==> src/rtl/nn_pkg.sv <==
// Shared definitions for the MLP layer sequencers: sizes, Q1.15 limits and FSM states.
package nn_pkg;

  localparam int unsigned N_IN   = 4;
  localparam int unsigned N_HID  = 8;
  localparam int unsigned FRAC   = 15;
  localparam int unsigned DATA_W = 16;
  localparam int unsigned ACC_W  = 36;

  // Activation range after ReLU and saturation.
  localparam logic signed [DATA_W-1:0] Q15_MAX  = 16'sh7fff;
  localparam logic signed [DATA_W-1:0] RELU_MIN = 16'sh0000;

  typedef enum logic [1:0] {
    StIdle,
    StBias,
    StMac,
    StAct
  } state_e;

endpackage

==> src/rtl/relu_sat.sv <==
// Converts a Q.30 accumulator to a Q1.15 activation: floor shift, ReLU, saturate at 32767.
module relu_sat
  import nn_pkg::*;
(
  input  logic signed [ACC_W-1:0]  acc,
  output logic signed [DATA_W-1:0] h
);

  localparam int unsigned SW = ACC_W - FRAC;

  logic signed [SW-1:0] s;
  logic                 unused_frac;

  // Dropping the low bits of a two's-complement value is a floor division by 2^FRAC.
  assign s           = acc[ACC_W-1:FRAC];
  assign unused_frac = ^acc[FRAC-1:0];

  always_comb begin
    h = RELU_MIN;
    if (s[SW-1]) begin
      h = RELU_MIN;
    end else if (s > {{(SW-DATA_W){1'b0}}, Q15_MAX}) begin
      h = Q15_MAX;
    end else begin
      h = s[DATA_W-1:0];
    end
  end

endmodule

==> src/rtl/hidden_layer_sequencer.sv <==
// Input-to-hidden MLP layer: walks the external weight/bias ROMs over 8 neurons, sharing
// one 16x16 multiplier across the 4 features, and streams out ReLU-saturated activations.
module hidden_layer_sequencer
  import nn_pkg::*;
(
  input  logic                clk,
  input  logic                rst_n,
  input  logic                start,
  input  logic signed [15:0]  x0,
  input  logic signed [15:0]  x1,
  input  logic signed [15:0]  x2,
  input  logic signed [15:0]  x3,
  output logic        [2:0]   rom_addr,
  input  logic signed [15:0]  w1,
  input  logic signed [15:0]  w2,
  input  logic signed [15:0]  w3,
  input  logic signed [15:0]  w4,
  input  logic signed [15:0]  b1,
  output logic                busy,
  output logic                h_valid,
  output logic        [2:0]   h_idx,
  output logic signed [15:0]  h_data,
  output logic        [127:0] h_vec,
  output logic                done
);

  localparam logic [1:0] LAST_K = 2'(N_IN - 1);
  localparam logic [2:0] LAST_N = 3'(N_HID - 1);

  state_e                          state_q, state_d;
  logic        [2:0]               neuron_q, neuron_d;
  logic        [1:0]               k_q, k_d;
  logic signed [ACC_W-1:0]         acc_q, acc_d;
  logic        [N_IN-1:0][DATA_W-1:0] x_q;
  logic                            busy_q, h_valid_q, done_q;
  logic        [2:0]               h_idx_q;
  logic signed [DATA_W-1:0]        h_data_q;
  logic        [127:0]             h_vec_q;

  logic                            x_load, act_fire;
  logic signed [DATA_W-1:0]        x_sel, w_sel, h_act;
  logic signed [2*DATA_W-1:0]      prod;
  logic signed [ACC_W-1:0]         prod_ext, bias_ext;

  always_comb begin
    w_sel = w1;
    case (k_q)
      2'd0:    w_sel = w1;
      2'd1:    w_sel = w2;
      2'd2:    w_sel = w3;
      default: w_sel = w4;
    endcase
  end

  assign x_sel    = $signed(x_q[k_q]);
  assign prod     = x_sel * w_sel;
  assign prod_ext = {{(ACC_W-2*DATA_W){prod[2*DATA_W-1]}}, prod};
  assign bias_ext = {{(ACC_W-DATA_W-FRAC){b1[DATA_W-1]}}, b1, {FRAC{1'b0}}};

  relu_sat u_relu_sat (
    .acc (acc_q),
    .h   (h_act)
  );

  always_comb begin
    state_d  = state_q;
    neuron_d = neuron_q;
    k_d      = k_q;
    acc_d    = acc_q;
    x_load   = 1'b0;
    act_fire = 1'b0;
    case (state_q)
      StIdle: begin
        if (start) begin
          x_load   = 1'b1;
          neuron_d = '0;
          state_d  = StBias;
        end
      end
      StBias: begin
        acc_d   = bias_ext;
        k_d     = '0;
        state_d = StMac;
      end
      StMac: begin
        acc_d = acc_q + prod_ext;
        k_d   = k_q + 2'd1;
        if (k_q == LAST_K) begin
          state_d = StAct;
        end
      end
      StAct: begin
        act_fire = 1'b1;
        if (neuron_q == LAST_N) begin
          state_d = StIdle;
        end else begin
          neuron_d = neuron_q + 3'd1;
          state_d  = StBias;
        end
      end
      default: state_d = StIdle;
    endcase
  end

  always_ff @(posedge clk) begin
    if (!rst_n) begin
      state_q   <= StIdle;
      neuron_q  <= '0;
      k_q       <= '0;
      acc_q     <= '0;
      x_q       <= '0;
      busy_q    <= 1'b0;
      h_valid_q <= 1'b0;
      done_q    <= 1'b0;
      h_idx_q   <= '0;
      h_data_q  <= '0;
      h_vec_q   <= '0;
    end else begin
      state_q   <= state_d;
      neuron_q  <= neuron_d;
      k_q       <= k_d;
      acc_q     <= acc_d;
      busy_q    <= (state_d != StIdle);
      h_valid_q <= act_fire;
      done_q    <= act_fire && (neuron_q == LAST_N);
      if (x_load) begin
        x_q <= {x3, x2, x1, x0};
      end
      // h_vec keeps stale slots from the previous run until each neuron overwrites its own.
      if (act_fire) begin
        h_data_q                             <= h_act;
        h_idx_q                              <= neuron_q;
        h_vec_q[DATA_W*neuron_q +: DATA_W]   <= h_act;
      end
    end
  end

  assign rom_addr = neuron_q;
  assign busy     = busy_q;
  assign h_valid  = h_valid_q;
  assign h_idx    = h_idx_q;
  assign h_data   = h_data_q;
  assign h_vec    = h_vec_q;
  assign done     = done_q;

endmodule

==> config.mk <==
export PLATFORM = sky130hd
export DESIGN_NAME = hidden_layer_sequencer
export DESIGN_NICKNAME = d
export VERILOG_FILES = /design/src/rtl/nn_pkg.sv /design/src/rtl/relu_sat.sv /design/src/rtl/hidden_layer_sequencer.sv
export SDC_FILE = /design/constraint.sdc
export NUM_CORES = 1
export LEC_CHECK = 0
export ABC_AREA = 1
export CORE_AREA = 3 3 205 207
export CTS_CLUSTER_DIAMETER = 30
export DETAILED_ROUTE_END_ITERATION = 16
export DIE_AREA = 0 0 208 210
export HOLD_SLACK_MARGIN = 0.15
export MAX_ROUTING_LAYER = met4
export PLACE_DENSITY_LB_ADDON = 0.25
export SLEW_MARGIN = 20
export SYNTH_ARGS = -nofsm -noshare
export SYNTH_HDL_FRONTEND = slang
export SYNTH_SLANG_ARGS = --single-unit
==> constraint.sdc <==
create_clock -name clk -period 9.2 [get_ports clk]
set_clock_uncertainty 0.2 [all_clocks]
set_input_delay 1.84 -clock clk [delete_from_list [all_inputs] [get_ports clk]]
set_output_delay 1.84 -clock clk [all_outputs]
set_load 0.05 [all_outputs]
==> impl_summary.md <==
Layout
The post-route netlist has 8.04% of its cells at a drive strength greater than 1. The library cells used most frequently in the layout, excluding fill and tap cells, are 619 x sky130_fd_sc_hd__inv_1, 416 x sky130_fd_sc_hd__nand2_1, 314 x sky130_fd_sc_hd__fa_1. The area growth from synthesis to layout is 23.4%. The number of nets in the layout is 3779. The most common cell after layout, fill and taps aside is sky130_fd_sc_hd__inv_1.

Clock tree
The deepest level of the CTS H-tree is 2. TritonCTS created 55 clock buffers. The post-cts sizing count is 0. The number of hold buffers added after CTS was 0. The post-CTS setup repair buffer count is 0. The clock insertion delay at the later pin of the skew report is 620 ps. The clock drives 257 sinks. Clock-pin slew was measured on the worst setup and hold paths at 60 ps.

The clock passes through at most 3 buffers. The clock tree from TritonCTS is built. The root buffer selected by CTS is sky130_fd_sc_hd__clkbuf_16.

Die
From bottom edge to top edge, the die measures 210 um. The count of boundary I/O pins is 300. Row generation in the floorplan step produced 74 rows. The core outline area is 40600 um2. The die covers 43700 um2. The initial utilization of the core area, before any placement, comes to 56.8%.

The floorplan step set the die width to 208 um.

Placement
The last weighted congestion value of the routability-driven placer is 1.02. The detailed placement HPWL is 60800 um. The count of buffers added on input and output ports is 299.

Critical path
The worst stage delay on the critical path is 740 ps. The critical path goes through clkdlybuf4s50_1 > a22o_1 > o22ai_2 > clkinv_1 > nand2_1 > fa_1 > fa_1 > fa_1 > inv_1 > fa_1 > fa_1 > inv_1 > fa_1 > inv_1 > ha_1 > nand2_1 > nor2_1 > nand2_1 > nor4_1 > nand2_1 > nand3_1 > nand2_1 > nand3_1 > a21oi_1. For the worst setup path, the data arrival time is 8740 ps. The most numerous cell type found on the critical path is sky130_fd_sc_hd__fa_1. The family with the most delay on the worst path is adder cells. The category of the worst setup path capture point is a flip-flop.

STA classifies the critical path startpoint as an input pin. The largest individual stage delay along the critical path comes from the cell sky130_fd_sc_hd__fa_1. The setup path with the least slack is of type input pin to flip-flop. The maximum fanout along the worst path is 9. STA puts the critical path data required time at 9460 ps. The critical path contains buffers and inverters numbering 5 combined.

GRT
The first global-routing pass estimated 122000 um of wire. Global routing used 36.9% of the available tracks across all layers. For this run the aggregate overflow at the end of global routing stands at 0.

The initial antenna violation count is 1. The number of global-route vias before repair is 21900. The largest net degree at the start of global routing is 112.

STA
The minimum clock period after layout is 8480 ps. The normalized max-slew margin is 27.8%. After routing, the total negative slack on setup checks comes to 0 ps. The total setup violations reported at the end of the flow is 0.

The max-slew violation count is 0. The final count of hold timing violations is 0. Setup repair after global routing left no endpoint under its margin. After layout, the worst path uses 92.1% of the clock period. Derived from the worst setup path, the maximum achievable clock frequency is 0.118 GHz. The transition time at the pin with the least slew margin is 1080 ps.

Route
Dividing the detail-routed wire length by the instance count gives 20.7 um. The remaining antenna violation count is 0. Using the TritonRoute via totals, the vias-per-cell ratio works out to 5.49. The detailed-route wire length is 78000 um. For this run, design rule violations remaining after detail routing come to 0.

The count of TritonRoute iterations in the first routing pass is 6. For this block, the initial DRC count from the detailed router was 1412. For this block, the via count after detailed routing is 20700.

Yosys
The average instance area after synthesis is 7.90 um2. The Yosys step of the flow raised 0 warnings. Of all cell types, the one taking the most synthesized area is sky130_fd_sc_hd__fa_1. The count of flip-flops with a built-in enable after synthesis is 0.

When the netlist entered floorplanning its net count stood at 3491. Ranked by total cell area, the synthesized netlist is headed by sky130_fd_sc_hd__fa_1 27%, sky130_fd_sc_hd__dfxtp_1 22%, sky130_fd_sc_hd__inv_1 10%. In the synthesized netlist the async set-or-reset flop fraction comes to 0%. The sequential element share of the synthesized area is 22.4%. Synthesis handed over a netlist of 2912 instances. The count of unique library cells instantiated by Yosys is 47. The fraction of post-synthesis cell area in the top cell type by area is 27.3%. The mapped netlist covers 23000 um2. The number of storage elements in the synthesis netlist is 257. The commonest register cell after synthesis is sky130_fd_sc_hd__dfxtp_1.

Min path
The worst hold path belongs to the class flip-flop to flip-flop.

Job
The max-cap violation count is 0.

Status
The flow ran to the end, and the final reports show no timing, DRC or antenna violations.
## worst reg2reg max path: stages (launching register included)
cell and delay (ps):
sky130_fd_sc_hd__dfxtp_1 400, sky130_fd_sc_hd__ha_1 340, sky130_fd_sc_hd__inv_1 450, sky130_fd_sc_hd__buf_4 340, sky130_fd_sc_hd__nand2_1 100, sky130_fd_sc_hd__o22ai_2 160, sky130_fd_sc_hd__clkinv_1 390, sky130_fd_sc_hd__nand2_1 190
sky130_fd_sc_hd__fa_1 580, sky130_fd_sc_hd__fa_1 740, sky130_fd_sc_hd__fa_1 610, sky130_fd_sc_hd__inv_1 50, sky130_fd_sc_hd__fa_1 470, sky130_fd_sc_hd__fa_1 560, sky130_fd_sc_hd__inv_1 60, sky130_fd_sc_hd__fa_1 540
sky130_fd_sc_hd__inv_1 60, sky130_fd_sc_hd__ha_1 410, sky130_fd_sc_hd__nand2_1 150, sky130_fd_sc_hd__nor2_1 240, sky130_fd_sc_hd__nand2_1 210, sky130_fd_sc_hd__nor4_1 270, sky130_fd_sc_hd__nand2_1 220, sky130_fd_sc_hd__nand3_1 110
sky130_fd_sc_hd__nand2_1 50, sky130_fd_sc_hd__nand3_1 100, sky130_fd_sc_hd__a21oi_1 90
## synth_stat cells (5+ instances only)
master                     count
sky130_fd_sc_hd__a21oi_1     249
sky130_fd_sc_hd__a22o_1       15
sky130_fd_sc_hd__a32oi_4      10
sky130_fd_sc_hd__buf_1         8
sky130_fd_sc_hd__buf_2        38
sky130_fd_sc_hd__buf_4         7
sky130_fd_sc_hd__buf_6         6
sky130_fd_sc_hd__clkbuf_1     58
sky130_fd_sc_hd__clkbuf_2      5
sky130_fd_sc_hd__dfxtp_1     257
sky130_fd_sc_hd__fa_1        314
sky130_fd_sc_hd__ha_1        118
sky130_fd_sc_hd__inv_1       620
sky130_fd_sc_hd__inv_2        13
sky130_fd_sc_hd__inv_4         8
sky130_fd_sc_hd__nand2_1     417
sky130_fd_sc_hd__nand3_1      76
sky130_fd_sc_hd__nand3b_1      8
sky130_fd_sc_hd__nand4_1       9
sky130_fd_sc_hd__nor2_1      291
sky130_fd_sc_hd__nor2_2       19
sky130_fd_sc_hd__nor3_1       10
sky130_fd_sc_hd__o21ai_0     235
sky130_fd_sc_hd__o21ai_1      12
sky130_fd_sc_hd__o21bai_1      7
sky130_fd_sc_hd__o22ai_2      11
sky130_fd_sc_hd__or2_1        20
sky130_fd_sc_hd__or2_2        31
## sequential cells by signal (all words and copies together), names as in the netlist
register,cells
done,1
h_valid,1
x_q,64
h_vec,128
h_data,16
acc_q,36
busy,1
k_q,2
h_idx,3
state_q,2
rom_addr,3
## final cells by class
class                           count  area [um2]
Inverter                          644        2440
Tap cell                          532         666
Timing Repair Buffer              354        3410
Fill cell                        3355       12200
Clock inverter                     32         392
Antenna cell                        1        2.50
Sequential cell                   257        5140
Clock buffer                       70        1500
Multi-Input combinational cell   1888       14800
## path summary, 6_finish.rpt
kind                               start                endpoint  slack (ps)  cells after the start
setup / recovery                   w2[3]  acc_q[29]$_SDFFE_PN0P_         720                     24
hold / removal    h_vec[31]$_SDFFE_PN0P_  h_vec[31]$_SDFFE_PN0P_         230                      2
setup reg to reg     k_q[1]$_SDFFE_PN0P_  acc_q[29]$_SDFFE_PN0P_         960                     26
hold reg to reg   h_vec[31]$_SDFFE_PN0P_  h_vec[31]$_SDFFE_PN0P_         230                      2
## per-layer routing
layer	vias up	GRT usage (%)	wire length [um]
met5	-	-	0
met4	0	16.5	4220
met3	222	10.3	7520
met2	899	59.0	36500
met1	10100	44.0	29800
li1	9499	-	-
## cells by family after synthesis
kind of cell,after synthesis,synth area share (%)
xor gates and xnor gates,2,0.0761
DFF,257,22.4
adders and majority gates,432,33.7
and+or+nand+nor,897,16.6
AOI/OAI and AO/OA,557,14.1
buffers and inverters,767,13.2
## stage by stage
| stage | cell area, um2 | utilization [%] | worst slack, ps | instances | hold slack [ps] |
|---|---|---|---|---|---|
| 4_1_cts | 28400 | 70.0 | 812 | 3776 | 233 |
| 3_5_place_dp | 26500 | 65.3 | 216 | 3674 | 228 |
| 3_3_place_gp | 26500 | 65.3 | 125 | 3674 | 221 |
| 5_1_grt | 28400 | 70.0 | 281 | 3778 | 258 |
| 2_1_floorplan | 23000 | - | 1640 | 2912 | 229 |
| 6_report | 28400 | 70.0 | 725 | 3778 | 232 |
Power is not shown: default switching activity piles up to over one toggle a cycle in this logic, so the estimate is an artifact.
